<file path="src/rtl/eco32f_issue_queue.sv">
// Fetch-to-decode issue queue: a DEPTH-entry FIFO of fetched instructions whose
// head is released to decode only once a per-register countdown scoreboard is clear.
module eco32f_issue_queue #(
  parameter int DEPTH    = 4,
  parameter int LOAD_LAT = 1,
  parameter int MUL_LAT  = 2
) (
  input  logic                       clk,
  input  logic                       rst,
  input  logic                       if_valid,
  output logic                       if_ready,
  input  logic [31:0]                if_pc,
  input  logic [31:0]                if_insn,
  input  logic                       if_exc_ibus_fault,
  input  logic                       id_stall,
  input  logic                       id_flush,
  output logic                       id_valid,
  output logic [31:0]                id_pc,
  output logic [31:0]                id_insn,
  output logic                       id_exc_ibus_fault,
  output logic                       id_bubble,
  output logic [$clog2(DEPTH+1)-1:0] id_count
);

  localparam int AW     = $clog2(DEPTH);
  localparam int CNTW   = $clog2(DEPTH + 1);
  localparam int MAXLAT = (LOAD_LAT > MUL_LAT) ? LOAD_LAT : MUL_LAT;
  localparam int CW     = (MAXLAT < 1) ? 1 : $clog2(MAXLAT + 1);

  localparam logic [CW-1:0] LOAD_LAT_C = CW'(LOAD_LAT);
  localparam logic [CW-1:0] MUL_LAT_C  = CW'(MUL_LAT);

  localparam logic [5:0] ECO32F_OP_MUL   = 6'h04;
  localparam logic [5:0] ECO32F_OP_MULI  = 6'h05;
  localparam logic [5:0] ECO32F_OP_MULU  = 6'h06;
  localparam logic [5:0] ECO32F_OP_MULUI = 6'h07;
  localparam logic [5:0] ECO32F_OP_SAR   = 6'h1C;
  localparam logic [5:0] ECO32F_OP_JAL   = 6'h2C;
  localparam logic [5:0] ECO32F_OP_JALR  = 6'h2D;
  localparam logic [5:0] ECO32F_OP_RFX   = 6'h2F;
  localparam logic [5:0] ECO32F_OP_LDW   = 6'h30;
  localparam logic [5:0] ECO32F_OP_LDH   = 6'h31;
  localparam logic [5:0] ECO32F_OP_LDHU  = 6'h32;
  localparam logic [5:0] ECO32F_OP_LDB   = 6'h33;
  localparam logic [5:0] ECO32F_OP_LDBU  = 6'h34;

  // Handshake: a fetch transfer occurs on if_valid & if_ready (dropped under
  // id_flush); an issue occurs on id_valid & !id_stall & !id_flush.

  logic [31:0]     pc_mem_q   [DEPTH];
  logic [31:0]     pc_mem_d   [DEPTH];
  logic [31:0]     insn_mem_q [DEPTH];
  logic [31:0]     insn_mem_d [DEPTH];
  logic [DEPTH-1:0] fault_mem_q, fault_mem_d;
  logic [AW-1:0]   rd_ptr_q, rd_ptr_d;
  logic [AW-1:0]   wr_ptr_q, wr_ptr_d;
  logic [CNTW-1:0] count_q, count_d;
  logic [CW-1:0]   cnt_q [32];
  logic [CW-1:0]   cnt_d [32];

  logic       head_present, hazard, push, pop;
  logic       is_load, is_mul;
  logic [5:0] head_op;
  logic [4:0] src_x, src_y, dst;

  assign id_pc             = pc_mem_q[rd_ptr_q];
  assign id_insn           = insn_mem_q[rd_ptr_q];
  assign id_exc_ibus_fault = fault_mem_q[rd_ptr_q];
  assign id_count          = count_q;

  assign head_op      = id_insn[31:26];
  assign head_present = (count_q != '0);
  assign if_ready     = (count_q != CNTW'(DEPTH));

  always_comb begin
    src_x = (head_op == ECO32F_OP_RFX) ? 5'd30 : id_insn[25:21];
    src_y = id_insn[20:16];
    if (head_op <= ECO32F_OP_SAR && !head_op[0]) begin
      dst = id_insn[15:11];
    end else if (head_op == ECO32F_OP_JAL || head_op == ECO32F_OP_JALR) begin
      dst = 5'd31;
    end else begin
      dst = id_insn[20:16];
    end
    is_load = (head_op == ECO32F_OP_LDW) || (head_op == ECO32F_OP_LDH) ||
              (head_op == ECO32F_OP_LDHU) || (head_op == ECO32F_OP_LDB) ||
              (head_op == ECO32F_OP_LDBU);
    is_mul  = (head_op == ECO32F_OP_MUL) || (head_op == ECO32F_OP_MULI) ||
              (head_op == ECO32F_OP_MULU) || (head_op == ECO32F_OP_MULUI);
  end

  // Entry 0 of the scoreboard is pinned to zero, so r0 never blocks.
  assign hazard    = head_present & ((cnt_q[src_x] != '0) | (cnt_q[src_y] != '0));
  assign id_valid  = head_present & ~hazard;
  assign id_bubble = head_present & hazard;

  assign push = if_valid & if_ready & ~id_flush;
  assign pop  = id_valid & ~id_stall & ~id_flush;

  always_comb begin
    pc_mem_d    = pc_mem_q;
    insn_mem_d  = insn_mem_q;
    fault_mem_d = fault_mem_q;
    wr_ptr_d    = wr_ptr_q;
    rd_ptr_d    = rd_ptr_q;
    count_d     = count_q;
    if (push) begin
      pc_mem_d[wr_ptr_q]    = if_pc;
      insn_mem_d[wr_ptr_q]  = if_insn;
      fault_mem_d[wr_ptr_q] = if_exc_ibus_fault;
      wr_ptr_d              = wr_ptr_q + AW'(1);
    end
    if (id_flush) begin
      rd_ptr_d = wr_ptr_q;
      count_d  = '0;
    end else begin
      if (pop) rd_ptr_d = rd_ptr_q + AW'(1);
      case ({push, pop})
        2'b10:   count_d = count_q + CNTW'(1);
        2'b01:   count_d = count_q - CNTW'(1);
        default: count_d = count_q;
      endcase
    end
  end

  // Counters only age when the downstream pipeline advances; an issuing
  // tracked write reloads its entry, overriding that cycle's decrement.
  always_comb begin
    cnt_d = cnt_q;
    if (!id_stall) begin
      for (int i = 1; i < 32; i++) begin
        if (cnt_q[i] != '0) cnt_d[i] = cnt_q[i] - CW'(1);
      end
      if (pop && dst != 5'd0) begin
        if (is_load && LOAD_LAT != 0) begin
          cnt_d[dst] = LOAD_LAT_C;
        end else if (is_mul && MUL_LAT != 0) begin
          cnt_d[dst] = MUL_LAT_C;
        end
      end
    end
    cnt_d[0] = '0;
  end

  always_ff @(posedge clk or negedge rst) begin
    if (!rst) begin
      for (int i = 0; i < DEPTH; i++) begin
        pc_mem_q[i]   <= '0;
        insn_mem_q[i] <= '0;
      end
      for (int i = 0; i < 32; i++) cnt_q[i] <= '0;
      fault_mem_q <= '0;
      rd_ptr_q    <= '0;
      wr_ptr_q    <= '0;
      count_q     <= '0;
    end else begin
      pc_mem_q    <= pc_mem_d;
      insn_mem_q  <= insn_mem_d;
      fault_mem_q <= fault_mem_d;
      rd_ptr_q    <= rd_ptr_d;
      wr_ptr_q    <= wr_ptr_d;
      count_q     <= count_d;
      cnt_q       <= cnt_d;
    end
  end

endmodule

</file>
<file path="config.mk">
export PLATFORM = sky130hd
export DESIGN_NAME = eco32f_issue_queue
export DESIGN_NICKNAME = d
export VERILOG_FILES = /design/src/rtl/eco32f_issue_queue.sv
export SDC_FILE = /design/constraint.sdc
export NUM_CORES = 1
export LEC_CHECK = 0
export ABC_AREA = 1
export CAP_MARGIN = 20
export CORE_UTILIZATION = 61
export CTS_BUF_LIST = sky130_fd_sc_hd__clkbuf_4 sky130_fd_sc_hd__clkbuf_8
export CTS_CLUSTER_SIZE = 14
export DETAILED_ROUTE_END_ITERATION = 16
export PLACE_DENSITY = 0.83
export SYNTH_ARGS = -nofsm -noshare
export SYNTH_HDL_FRONTEND = slang
export SYNTH_SLANG_ARGS = --single-unit
export TNS_END_PERCENT = 5
</file>
<file path="constraint.sdc">
create_clock -name clk -period 3.7 [get_ports clk]
set_clock_uncertainty 0.15 [all_clocks]
set_input_delay 0.37 -clock clk [delete_from_list [all_inputs] [get_ports clk]]
set_output_delay 0.37 -clock clk [all_outputs]
set_load 0.05 [all_outputs]
</file>
Word-level counts from Yosys, hierarchy flattened
Cells that the tools add are included.

storage, ports and cells
  register bits = 329
  bits in latches = 0
  bits in writable memories = 0
  memory bits (read-only) = 0
  output and inout bits = 71
  logic and storage cells = 272
  memories = 0

operators by class
  $add $sub $neg = 35
  $mul = 0
  divide/modulo/power cells = 0
  order comparisons = 11
  equal/unequal tests = 15
  shift-type cells = 0
  mux-type cells = 95
  bitwise operators = 22
  reduce and logical (&&, ||, !) cells = 51

operator list
  cell                                                                               number
  128-bit bitwise mux                                                                2
  62-bit two-way mux                                                                 3
  32-bit two-way mux                                                                 5
  2-bit two-way mux                                                                  69
  32-bit binary-select mux with 2-bit select                                         2
  2-bit nonzero test                                                                 34
  32-bit demux with 2-bit select                                                     1
  31-bit bitwise AND                                                                 2
  31-bit NOT                                                                         2
  31-bit bitwise OR                                                                  2
  2-bit by 1-bit subtractor with 2-bit output (second input constant)                31
  6-bit equality test (second input constant)                                        8
  6-bit by 3-bit equality test with 1-bit output (second input constant)             4
  2-bit binary-select mux with 5-bit select                                          2
  6-bit greater-or-equal comparator (second input constant)                          3
  5-bit NOT with 6-bit output                                                        3
  5-bit two-way mux                                                                  3
  2-bit demux with 5-bit select                                                      1
  1-bit logical OR                                                                   8
  1-bit bitwise AND                                                                  7
  3-bit greater-or-equal comparator (second input constant)                          2
  6-bit by 5-bit less-or-equal comparator with 1-bit output (second input constant)  1
  2-bit by 3-bit less-than comparator with 1-bit output (second input constant)      2
  6-bit by 1-bit less-than comparator with 1-bit output (second input constant)      1
  other kinds (21)                                                                   31

Depth between registers and ports, before layout
  depth in word-level cells = 20
  depth in mapped cells = 28

Worst setup path after synthesis
OpenSTA, ideal clock, no wires.

  kind = register to register
  from = register rd_ptr_q[0]
  to = register count_q[2] (netlist: id_count[2])
  setup time = 0.118 ns
  arrival time = 3.837 ns
  data required time = 3.432 ns
  path slack = -0.405 ns
  cell stages (with the launch flop) = 20
  path buffers = 3
  period minus slack after synthesis = 4.105 ns
  cells stage by stage = dfrtp_1 > buf_4 > inv_2 > buf_2 > clkbuf_1 > o21ai_0 > o22ai_1 > nor2_1 > nand3_1 > nand3_1 > nor2_1 > nand4_1 > inv_1 > fa_1 > xnor2_1 > inv_1 > nand2_1 > nand2_1 > nand2_1 > nand2_1

on the way
  elaborated cells on any way between the ends = 27
  those cells by class = eq/ne: 3; mux: 12; bitwise: 9; reduce/logical: 3

RTL lines
  element                                                                                       RTL line  source
  start: declaration                                                                            55        logic [AW-1:0] rd_ptr_q, rd_ptr_d;
  start signal: assignment                                                                      160       rd_ptr_q <= rd_ptr_d;
  2-bit NOT with 3-bit output (not written as such) (*)                                         67        assign id_insn = insn_mem_q[rd_ptr_q];
  32-bit binary-select mux with 2-bit select (*)                                                67
  32-bit two-way mux (not written as such) (*) (2 in series)                                    67
  via id_insn[25]                                                                               19        output logic [31:0] id_insn,
  5-bit two-way mux (*)                                                                         76        src_x = (head_op == ECO32F_OP_RFX) ? 5'd30 : id_insn[25:21];
  5-bit NOT with 6-bit output (not written as such) (*)                                         93        assign hazard = head_present & ((cnt_q[src_x] != '0) | (cnt_q[src_y] != '0));
  2-bit binary-select mux with 5-bit select (*)                                                 93
  2-bit two-way mux (not written as such) (*) (2 in series)                                     93
  (+2 left out)                                                                                 --
  1-bit bitwise AND (*)                                                                         93
  1-bit NOT (*)                                                                                 94        assign id_valid = head_present & ~hazard;
  1-bit bitwise AND (*)                                                                         94
  via id_valid                                                                                  17        output logic id_valid,
  1-bit bitwise AND (*) (2 in series)                                                           98        assign pop = id_valid & ~id_stall & ~id_flush;
  2-bit by 1-bit equality test with 1-bit output / 2-bit equality test (equally long branches)  118       case ({push, pop})
  3-bit one-hot mux with 2 select lines                                                         118
  3-bit two-way mux                                                                             113       if (id_flush) begin
  end signal: assignment                                                                        162       count_q <= count_d;
  end: declaration                                                                              57        logic [CNTW-1:0] count_q, count_d;

The timed path passes the listed nets; every way through them passes the cells marked *. The select of a mux whose other input is x is not followed.
A chain may end at the register's enable or synchronous reset.

Final worst setup path
  from = register rd_ptr_q[0]
  to = output port id_bubble

on the way
  cells in the longest elaborated chain, start to end = 14
  elaborated cells on any way between the ends = 19
  those cells by class = eq/ne: 1; mux: 10; bitwise: 6; reduce/logical: 2

ends and longest elaborated chain
  element                                                     RTL line  source
  2-bit NOT with 3-bit output (not written as such) (*)       67
  32-bit binary-select mux with 2-bit select (*)              67
  32-bit two-way mux (not written as such) (*) (2 in series)  67
  6-bit equality test                                         76
  5-bit two-way mux                                           76
  5-bit NOT with 6-bit output (not written as such)           93
  2-bit binary-select mux with 5-bit select                   93
  2-bit two-way mux (not written as such) (2 in series)       93
  2-bit nonzero test                                          93
  1-bit bitwise OR (*)                                        93
  1-bit bitwise AND (*)                                       93
  1-bit bitwise AND (*)                                       95        assign id_bubble = head_present & hazard;
  end: declaration                                            21        output logic id_bubble,

Every way passes the cells marked *; elsewhere a longest branch is shown, timed or not. The select of a mux whose other input is x is not followed.

==> summary.md <==
| Metric | Value |
|---|---|
| Status | `finished, violations left` |
| Mapped Cells | `~2300` |
| Number of ports placed on the die boundary | `~140` |
| Detailed-route wire length | `approximately 47000 um` |
| Yosys warning count | `0` |
| N_diodes | `0` |
| Final routed DRC violation total | `0` |
| Via/cell ratio | `5.76` |
| Worst-case headroom to the max-slew limit | `0.388` |
| Cell breakdown of the critical path | `buf_12 -> buf_8 -> nand2_1 -> nand3_2 -> nand2_2 -> nand2_2 -> nor2_4 -> nand2_8 -> nand2_8 -> buf_6 -> nand3_1 -> nand2_1 -> nand2_1 -> nand3_2 -> nand3_2 -> buf_6 -> a21oi_4 -> buf_12` |
| Share of layout cells above drive strength 1 | `0.126` |
| Post-DP Area | `18600 um2` |
| Total number of vias | `16394` |
| Initial core utilization | `0.625` |
| Endpoints failing hold | `0` |
| Data required time of the critical path | `3180 ps` |
| Skew-Pair Late Insertion Delay | `600 ps` |
| Longest Clk Path Bufs | `3` |
| Fin crit period | `between 3000 and 4000 ps` |
| Synth cell types | `32` |
| Biggest cell delay along the critical path | `550 ps` |
| Number of I/O port buffers | `140` |
| Number of nets in the layout | `2515` |
| Worst Setup Path Type | `reg -> out` |
| Tcrit/Tclk final | `1.02` |
| Signed area change from the synthesized netlist to the final layout | `20.3%` |
| Global-route wire length before repair | `74300 um` |
| Most frequent cells in the layout | `sky130_fd_sc_hd__nand2_1, sky130_fd_sc_hd__o21ai_0, sky130_fd_sc_hd__dfrtp_1` |
| Avg Inst Size Synth | `7.33 um2` |
| Num CTS Buffers | `53` |
| Commonest non-fill, non-tap cell in the layout | `sky130_fd_sc_hd__nand2_1` |
| Number of pins exceeding their max-slew limit in the final report | `0` |
| GRT Util Overall | `0.321` |
| Clock root buffer | `sky130_fd_sc_hd__clkbuf_8` |
| Cell count after placement | `2725` |
| Die Y-Extent | `approximately 170 um` |
| Failing checks | `negative setup slack` |
| Category of the worst setup path launch point | `flop` |
| Routability congestion estimate from global placement | `0.898` |
| Die X | `169 um` |
| Worst hold path class | `in -> reg` |
| Net count after synthesis | `2388` |
| Least setup slack across all paths after layout | `-57.9 ps` |
| Summed instance area of the synthesized netlist | `17000 um2` |
| Total number of H-tree levels | `2` |
| Dominant cell type by area after synthesis | `sky130_fd_sc_hd__dfrtp_1` |
| Arr. time, crit path | `3240 ps` |
| Seq cells post-synth | `329` |
| Post-synth top area share | `0.486` |
| Maximum number of pins on one net before global-route repair | `92` |
| Core Box Area | `27100 um2` |
| Slowest cell on the critical path | `sky130_fd_sc_hd__dfrtp_4` |
| Detailed-route wire length per cell | `16.4 um` |
| Fin Setup TNS | `-57.9 ps` |
| Least-Margin Pin Slew | `between 900 and 1000 ps` |
| Number of nets with antenna violations after routing | `0` |
| Sequential cell area fraction in the yosys report | `0.486` |
| Peak Freq | `266 MHz` |
| Antenna violations before repair | `0` |
| Endpoint kind of the worst setup timing path | `output port` |
| Fraction of registers with async set or reset after synthesis | `1.00` |
| Post-route standard cell area excluding fillers | `slightly above 20000 um2` |
| Total congestion overflow | `0` |
| Initial detailed-routing violation count | `1855` |
| Drt pass-1 iters | `5` |
| Number of enable flip-flop cells after synthesis | `0` |
| Number of global-route vias before repair | `15018` |
| Dominant synthesized flop cell | `sky130_fd_sc_hd__dfrtp_1` |
| Clock Pin Slew Worst Setup and Hold Paths | `approximately 70 ps` |
| Count of final setup violators | `1` |
| Count of standard-cell rows | `60` |
| Largest cells by area after synthesis | `sky130_fd_sc_hd__dfrtp_1, sky130_fd_sc_hd__nand2_1, sky130_fd_sc_hd__o21ai_0` |
| TritonCTS clock tree | `done` |
| RSZ-0062 raised after global routing | `true` |
| Number of buffer and inverter stages on the critical path | `5` |
| CTS Sinks | `between 300 and 400` |
| Finished Layout Cells | `2848` |
| Post-detail-place hpwl | `27700 um` |
| Max-cap violations | `0` |
| Area of the die | `between 20000 and 30000 um2` |
| Critical Path Fanout Max | `7` |
| Family with the most delay on the worst path | `simple AND/OR/NAND/NOR gates` |
[final timing paths]
check | from | to | slack, ps | cells past startpoint
worst max-delay path | rd_ptr_q[0] | id_bubble | -60 | 18
worst min-delay path | id_stall | id_count[2] | 170 | 8
worst max register to register | rd_ptr_q[0] | id_count[2] | 110 | 25
worst min register to register | pc_mem_q[89] | pc_mem_q[89] | 330 | 2
max in group asynchronous | rst | insn_mem_q[110] | 2140 | 3
min in group asynchronous | rst | pc_mem_q[11] | 250 | 2
[synth_stat cells (2+ instances only)]
cell / n
sky130_fd_sc_hd__clkbuf_1: 98
sky130_fd_sc_hd__o22ai_1: 45
sky130_fd_sc_hd__clkinv_1: 2
sky130_fd_sc_hd__xnor2_1: 2
sky130_fd_sc_hd__a21oi_1: 11
sky130_fd_sc_hd__nand3_1: 93
sky130_fd_sc_hd__nor3_1: 5
sky130_fd_sc_hd__inv_1: 193
sky130_fd_sc_hd__o21ai_0: 376
sky130_fd_sc_hd__buf_6: 7
sky130_fd_sc_hd__dfrtp_1: 329
sky130_fd_sc_hd__nor2_1: 261
sky130_fd_sc_hd__nand4_1: 67
sky130_fd_sc_hd__or2_2: 3
sky130_fd_sc_hd__ha_1: 4
sky130_fd_sc_hd__buf_4: 4
sky130_fd_sc_hd__inv_2: 13
sky130_fd_sc_hd__nand3b_1: 3
sky130_fd_sc_hd__nor2_4: 3
sky130_fd_sc_hd__nand2_4: 3
sky130_fd_sc_hd__o21ai_1: 20
sky130_fd_sc_hd__nand2_2: 3
sky130_fd_sc_hd__nand2_1: 696
sky130_fd_sc_hd__o211ai_1: 3
sky130_fd_sc_hd__buf_2: 22
sky130_fd_sc_hd__buf_1: 15
sky130_fd_sc_hd__a22oi_1: 27
[what timing repair did]
action,in CTS,in global routing
gates cloned,0,5
gates resized for setup,8,96
hold buffers,1,0
setup endpoints to repair,2,38
pin swaps,0,32
buffers inserted,0,26
endpoints found under the hold margin,86,0
[registers in the layout (all words and copies together), names as in the netlist]
signal       cells
fault_mem_q      4
id_count         3
insn_mem_q     128
wr_ptr_q         2
cnt_q           62
rd_ptr_q         2
pc_mem_q       128
[stage by stage]
stage | setup slack (ps) | util | hold WS, ps
after floorplan | 28.5 | - | -75.6
after global placement | 163 | 0.688 | 282
after detailed placement | 86.8 | 0.688 | 287
after CTS | 6.91 | 0.730 | 71.7
after global routing | -175 | 0.753 | 223
final | -57.9 | 0.753 | 169
[area by class of cell]
cell class | count | area (um2)
sequential | 329 | 8240
multi-input combinational | 1633 | 7670
fill | 2024 | 6700
timing repair buffer | 215 | 2140
clock buffer | 78 | 980
inverter | 208 | 806
tap | 372 | 465
clock inverter | 13 | 104
[worst reg2reg max path, cell delays in order (launching register included)]
cell and delay, ps:
sky130_fd_sc_hd__dfrtp_4 550, sky130_fd_sc_hd__buf_12 170, sky130_fd_sc_hd__buf_8 130, sky130_fd_sc_hd__nand2_1 80, sky130_fd_sc_hd__nand3_2 100, sky130_fd_sc_hd__nand2_2 100, sky130_fd_sc_hd__nand2_2 70, sky130_fd_sc_hd__nor2_4 190
sky130_fd_sc_hd__nand2_8 120, sky130_fd_sc_hd__nand2_8 130, sky130_fd_sc_hd__buf_6 130, sky130_fd_sc_hd__nand3_1 90, sky130_fd_sc_hd__nand2_1 80, sky130_fd_sc_hd__nand2_1 70, sky130_fd_sc_hd__nand3_2 80, sky130_fd_sc_hd__nand3_2 90
sky130_fd_sc_hd__nand3_2 110, sky130_fd_sc_hd__nor2_4 50, sky130_fd_sc_hd__nand4_1 150, sky130_fd_sc_hd__inv_1 70, sky130_fd_sc_hd__fa_2 350, sky130_fd_sc_hd__xnor2_2 180, sky130_fd_sc_hd__nand4_1 110, sky130_fd_sc_hd__nand2_1 110
sky130_fd_sc_hd__nand2_1 50, sky130_fd_sc_hd__nand2_1 50
[cells by family (layout without fill, tap and decap cells)]
group / Yosys count / in the layout / synth area share
AOI/OAI and AO/OA: 483 / 483 / 0.151
xor gates and xnor gates: 3 / 3 / 0.00155
adders and majority gates: 5 / 5 / 0.00413
buffers and inverters: 354 / 514 / 0.0840
DFF: 329 / 329 / 0.486
and+or+nand+nor: 1139 / 1142 / 0.274
[metal layers]
metal	GRT usage	vias up	wire [um]	part of all wire
met3	0.0517	133	4090	0.087
met2	0.507	766	21600	0.46
met1	0.456	7761	19600	0.42
li1	-	7734	-	-
met5	0	-	0	0
met4	0.0992	0	1390	0.030
Power is left out: the tool's default activity adds up to more than one toggle a clock period on the data nets, which glitch-free logic cannot reach.
